--- src/rtl/load_store_unit.sv ---
// Load/store unit: initiator side of the byte-lane data memory port.
// Splits misaligned accesses into two aligned words and extends load data.
module load_store_unit #(
  parameter int unsigned ADDR_WIDTH = 8,
  parameter bit          SPLIT_EN   = 1'b1
) (
  input  logic                  clk,
  input  logic                  rst_n,
  input  logic                  req_valid,
  output logic                  req_ready,
  input  logic                  req_we,
  input  logic [2:0]            req_funct3,
  input  logic [31:0]           req_addr,
  input  logic [31:0]           req_wdata,
  output logic                  resp_valid,
  output logic [31:0]           resp_rdata,
  output logic                  resp_err,
  output logic [ADDR_WIDTH-1:0] mem_addr,
  output logic                  mem_we,
  output logic                  mem_re,
  output logic [3:0]            mem_byte_sel,
  output logic [31:0]           mem_wdata,
  input  logic [31:0]           mem_rdata
);

  localparam int unsigned WW = ADDR_WIDTH - 2;

  typedef enum logic [1:0] {
    IDLE,
    ACC0,
    ACC1,
    RESP
  } state_e;

  state_e                state_q;
  logic                  we_q;
  logic [2:0]            f3_q;
  logic [ADDR_WIDTH-1:0] addr_q;
  logic [31:0]           wdata_q;
  logic [31:0]           rd0_q;

  logic [ADDR_WIDTH-1:0] mem_addr_q;
  logic                  mem_we_q;
  logic                  mem_re_q;
  logic [3:0]            sel_q;
  logic [31:0]           mem_wdata_q;
  logic                  resp_valid_q;
  logic                  resp_err_q;
  logic [31:0]           resp_rdata_q;

  logic [1:0]            o_q;
  logic [4:0]            sh_q;
  logic [5:0]            shr_q;
  logic [WW-1:0]         widx_nxt;
  logic [31:0]           raw_one;
  logic [31:0]           raw_two;
  logic                  unused_addr;

  function automatic logic legal(input logic [2:0] f3);
    return f3 inside {3'b000, 3'b001, 3'b010, 3'b100, 3'b101};
  endfunction

  function automatic logic [2:0] size_of(input logic [2:0] f3);
    logic [2:0] s;
    unique case (1'b1)
      f3[1:0] == 2'b00: s = 3'd1;
      f3[1:0] == 2'b01: s = 3'd2;
      default:          s = 3'd4;
    endcase
    return s;
  endfunction

  function automatic logic [3:0] mask_of(input logic [2:0] f3);
    logic [3:0] m;
    unique case (1'b1)
      f3[1:0] == 2'b00: m = 4'b0001;
      f3[1:0] == 2'b01: m = 4'b0011;
      default:          m = 4'b1111;
    endcase
    return m;
  endfunction

  function automatic logic misal(
    input logic [2:0] f3,
    input logic [1:0] o
  );
    return (f3[1:0] == 2'b01 && o[0])
        || (f3[1:0] == 2'b10 && o != 2'b00);
  endfunction

  function automatic logic split_of(
    input logic [2:0] f3,
    input logic [1:0] o
  );
    return ({1'b0, o} + size_of(f3)) > 3'd4;
  endfunction

  function automatic logic [31:0] ext(
    input logic [2:0]  f3,
    input logic [31:0] raw
  );
    logic [31:0] r;
    unique case (f3)
      3'b000:  r = {{24{raw[7]}}, raw[7:0]};
      3'b100:  r = {24'h0, raw[7:0]};
      3'b001:  r = {{16{raw[15]}}, raw[15:0]};
      3'b101:  r = {16'h0, raw[15:0]};
      default: r = raw;
    endcase
    return r;
  endfunction

  assign o_q      = addr_q[1:0];
  assign sh_q     = {o_q, 3'b000};
  assign shr_q    = 6'd32 - {1'b0, sh_q};
  assign widx_nxt = addr_q[ADDR_WIDTH-1:2] + WW'(1);

  // Split loads always have o != 0, so the upper shift stays below 32.
  assign raw_one  = mem_rdata >> sh_q;
  assign raw_two  = (rd0_q >> sh_q) | (mem_rdata << shr_q);

  assign unused_addr = ^req_addr[31:ADDR_WIDTH];

  assign req_ready    = (state_q == IDLE);
  assign resp_valid   = resp_valid_q;
  assign resp_rdata   = resp_rdata_q;
  assign resp_err     = resp_err_q;
  assign mem_addr     = mem_addr_q;
  assign mem_we       = mem_we_q;
  assign mem_re       = mem_re_q;
  assign mem_byte_sel = sel_q;
  assign mem_wdata    = mem_wdata_q;

  always_ff @(posedge clk or negedge rst_n) begin
    if (!rst_n) begin
      state_q      <= IDLE;
      we_q         <= 1'b0;
      f3_q         <= 3'b000;
      addr_q       <= '0;
      wdata_q      <= 32'h0;
      rd0_q        <= 32'h0;
      mem_addr_q   <= '0;
      mem_we_q     <= 1'b0;
      mem_re_q     <= 1'b0;
      sel_q        <= 4'h0;
      mem_wdata_q  <= 32'h0;
      resp_valid_q <= 1'b0;
      resp_err_q   <= 1'b0;
      resp_rdata_q <= 32'h0;
    end else begin
      unique case (state_q)
        IDLE: begin
          if (req_valid) begin
            we_q    <= req_we;
            f3_q    <= req_funct3;
            addr_q  <= req_addr[ADDR_WIDTH-1:0];
            wdata_q <= req_wdata;
            rd0_q   <= 32'h0;
            if (!legal(req_funct3) ||
                (!SPLIT_EN && misal(req_funct3, req_addr[1:0]))) begin
              state_q      <= RESP;
              resp_valid_q <= 1'b1;
              resp_err_q   <= 1'b1;
              resp_rdata_q <= 32'h0;
            end else begin
              state_q     <= ACC0;
              mem_addr_q  <= {req_addr[ADDR_WIDTH-1:2], 2'b00};
              mem_we_q    <= req_we;
              mem_re_q    <= !req_we;
              sel_q       <= mask_of(req_funct3) << req_addr[1:0];
              mem_wdata_q <= req_wdata << {req_addr[1:0], 3'b000};
            end
          end
        end
        ACC0: begin
          if (split_of(f3_q, o_q)) begin
            state_q     <= ACC1;
            rd0_q       <= mem_rdata;
            mem_addr_q  <= {widx_nxt, 2'b00};
            sel_q       <= mask_of(f3_q) >> (3'd4 - {1'b0, o_q});
            mem_wdata_q <= wdata_q >> shr_q;
          end else begin
            state_q      <= RESP;
            mem_we_q     <= 1'b0;
            mem_re_q     <= 1'b0;
            sel_q        <= 4'h0;
            resp_valid_q <= 1'b1;
            resp_rdata_q <= we_q ? 32'h0 : ext(f3_q, raw_one);
          end
        end
        ACC1: begin
          state_q      <= RESP;
          mem_we_q     <= 1'b0;
          mem_re_q     <= 1'b0;
          sel_q        <= 4'h0;
          resp_valid_q <= 1'b1;
          resp_rdata_q <= we_q ? 32'h0 : ext(f3_q, raw_two);
        end
        RESP: begin
          state_q      <= IDLE;
          resp_valid_q <= 1'b0;
          resp_err_q   <= 1'b0;
          resp_rdata_q <= 32'h0;
        end
      endcase
    end
  end

endmodule

--- config.mk ---
export PLATFORM = sky130hd
export DESIGN_NAME = load_store_unit
export DESIGN_NICKNAME = d
export VERILOG_FILES = /design/src/rtl/load_store_unit.sv
export SDC_FILE = /design/constraint.sdc
export NUM_CORES = 1
export LEC_CHECK = 0
export CAP_MARGIN = 20
export CORE_ASPECT_RATIO = 0.7
export CORE_MARGIN = 2
export CORE_UTILIZATION = 47
export DETAILED_ROUTE_END_ITERATION = 7
export DONT_BUFFER_PORTS = 1
export PLACE_DENSITY = 0.74
export SLEW_MARGIN = 20
export SYNTH_ARGS = -nofsm -noshare
export SYNTH_HDL_FRONTEND = slang
export SYNTH_SLANG_ARGS = --single-unit
--- constraint.sdc ---
create_clock -name clk -period 4.02 [get_ports clk]
set_clock_uncertainty 0.2 [all_clocks]
set_input_delay 0.804 -clock clk [delete_from_list [all_inputs] [get_ports clk]]
set_output_delay 0.804 -clock clk [all_outputs]
set_load 0.1 [all_outputs]
==> impl_metrics.yaml <==
drt:
  first_pass_iters: 6
  route.detailed.drc: 0
  wl_um: 27900
  wl_met1_um: 12400
  top_layer_used: "met5"
  wl_per_cell_um: 21.8
  dr_wl_met2_um: 11100
  vias: 7954
  dr_wl_met3_um: 3940
  antenna_left: 0
  first_iter_violations: 1117
  viasPerCell: 6.21
die:
  num_rows: 43
  ios: 184
  dieArea_sq_um: 21100
  die_w_um: 173
  die_h_um: 122
  initial_core_util_pct: 47.6
  coreArea_sq_um: 19700
clock_tree:
  worstSkewPairLatency_ns: 0.44
  cts.path.max_buffers: 2
  clockRootBuffer: "clkbuf_16"
  cts.clk_slew.worst_paths_ns: 0.08
  h-tree-depth: 4
  clkSinkCount: 156
  cts_buffers: 17
  post-cts-setup-buffers: 0
  cts_tree: "done"
setup_path:
  crit_fanout: 16
  crit_start: "f3_q[0]"
  crit_path_end_kind: "flop"
  critPathArrivalTime_ns: 3.73
  r2r_start: "f3_q[0]"
  required_ns: 4.19
  crit_type: "reg2reg"
  cp-start-kind: "flop"
synth:
  syn_area_per_cell_sq_um: 8.95
  synthArstFlopShare_pct: 100
  synth_ff_type: "dfrtp_1"
  ys_warn_count: 0
  synthCells: 1047
  yosys_register_bits: 156
  ys_seq_area_share_pct: 41.7
  netlist_area_sq_um: 9370
  synth-edff-count: 0
  synth_cell_type_count: 58
worst_hold_path:
  min_path_type: "in2async"
sta:
  fmax_ghz: 0.281
  slew_headroom_pct: 31.1
  finalCritPeriodShare_pct: 88.6
  finalCriticalPeriod_ns: 3.56
  finalHoldViolations: 156
  finalHoldWorstSlack_ns: -0.146
  tightest_slew_ns: 1.03
  rsz0062_at_grt: "false"
  setup_viol: 0
  drv_slew: 0
  final.setup.tns_ns: 0
  layout_setup_ws_ns: 0.459
global_route:
  grt_pass1_vias: 7066
  grt_max_degree: 157
  grtUsageTotal_pct: 26.7
  grt_pass1_wl_um: 43000
  antenna_found_initial: 0
  overflow: 0
finish:
  nNetsFinal: 1110
  area_delta_synth_final_pct: 7.40
  instances_no_fill: 1281
  n_fill_cell: 1782
  num_antenna_cells: 0
  drive_gt1_share_pct: 12.8
place:
  io_buffers: 0
  placedCellCount: 1249
  post-place-ws_ns: 0.307
  dp_hpwl_um: 19400
  gp_congestion: 0.909
status:
  failed_checks: "hold timing"
  status: "finished with violations"
job:
  drv_cap: 0
-- registers in the layout, summed over array words and instances, names as in the netlist --
name	count
mem_addr	6
state_q	2
mem_we	1
f3_q	3
we_q	1
resp_valid	1
addr_q	8
rd0_q	32
mem_re	1
resp_err	1
wdata_q	32
mem_wdata	32
resp_rdata	32
mem_byte_sel	4
-- synth_stat cells, types with 3 or more instances --
| library cell | number | share of area [%] |
|---|---|---|
| a22oi_1 | 9 | 0.72 |
| nor3_1 | 4 | 0.21 |
| xor2_1 | 3 | 0.28 |
| buf_1 | 7 | 0.28 |
| nand2b_1 | 11 | 0.73 |
| clkbuf_1 | 50 | 2.0 |
| buf_4 | 3 | 0.24 |
| dfrtp_1 | 156 | 42 |
| a32oi_1 | 16 | 1.5 |
| mux2_2 | 63 | 7.6 |
| o22ai_1 | 8 | 0.53 |
| a21oi_1 | 83 | 4.4 |
| nand2_1 | 224 | 9.0 |
| nand3_1 | 3 | 0.16 |
| xnor2_1 | 3 | 0.28 |
| a221o_1 | 16 | 1.7 |
| nor2_1 | 48 | 1.9 |
| o21ai_0 | 107 | 5.7 |
| or2_2 | 3 | 0.20 |
| buf_2 | 24 | 1.3 |
| a211o_1 | 8 | 0.75 |
| a211oi_1 | 19 | 1.5 |
| mux2i_1 | 73 | 7.8 |
| o2111ai_1 | 7 | 0.65 |
| o221ai_1 | 16 | 1.5 |
| inv_1 | 8 | 0.32 |
| o211ai_1 | 3 | 0.24 |
| ha_1 | 8 | 1.1 |
| a221oi_1 | 8 | 0.75 |
| buf_6 | 3 | 0.36 |
| nor2b_1 | 21 | 1.4 |
-- critical path: stages, from the launching register on --
cell and delay (ns):
dfrtp_1 0.47, or2_0 0.27, inv_1 0.08, ha_1 0.19, fa_1 0.43, or2_2 0.31
a32oi_1 0.40, nand4b_2 0.30, o21ba_2 0.60, a221o_1 0.22
-- cell usage in the layout, fill, tap and decap left out, types with 9 or more instances in the layout --
cell type	count
nand2b_1	11
nand2_1	223
mux2_2	63
o21ai_0	107
a22oi_1	9
a211oi_1	19
a221o_1	16
dfrtp_1	154
a32oi_1	16
a21oi_1	83
clkbuf_16	17
buf_4	18
nor2_1	48
mux2i_1	73
o221ai_1	16
nor2b_1	21
-- per-stage QoR --
stage                     hold slack [ns]  utilization [%]  instance area (sq um)
after global routing               -0.165             51.1                  10100
after floorplan                     0.242                -                   9370
after detailed placement            0.264             48.1                   9470
after CTS                          -0.160             51.1                  10100
after global placement              0.257             48.1                   9470
final                              -0.146             51.1                  10100
-- cell families (layout without fill, tap and decap cells) --
logic type               Yosys count  in the layout  synth area share, %
AO/OA/AOI/OAI                    314            314                 21.6
XOR/XNOR                           6              6                0.561
adder cells (fa/ha/maj)            9              9                 1.28
buffers and inverters             98             61                 4.61
flip-flops                       156            156                 41.7
multiplexers                     138            138                 15.8
other                              1              2               0.0400
AND/OR/NAND/NOR                  325            325                 14.5
-- final cells by class --
cell class	count	area [sq um]	area share [%]
inverter	11	41.3	0.410
clock buffer	17	425	4.23
timing repair buffer	18	135	1.34
sequential	156	3910	38.8
clock inverter	15	171	1.70
multi-input combinational	794	5040	50.1
tap	270	338	3.36
-- per-layer routing --
layer,vias to the layer above,GRT usage [%]
met5,-,2.31
met4,2,6.36
met3,35,12.1
met2,500,34.8
met1,3757,39.3
li1,3660,-
-- path summary, 6_finish.rpt --
| kind | to | slack [ns] | cells after the start |
|---|---|---|---|
| min | rd0_q[26] | -0.15 | 0 |
| min reg2reg | rd0_q[1] | 0.28 | 2 |
| max reg2reg | resp_rdata[27] | 0.46 | 9 |
| max | resp_rdata[27] | 0.46 | 9 |
| min in group clk | rd0_q[1] | 0.28 | 2 |
| max in group asynchronous | wdata_q[26] | 3.54 | 0 |
-- timing repair --
action,CTS,global route
resized for setup,0,1
endpoints found under the setup margin,0,16
hold endpoints to repair,156,156
Power is not shown: default switching activity piles up to over one toggle a cycle in this logic, so the estimate is an artifact.
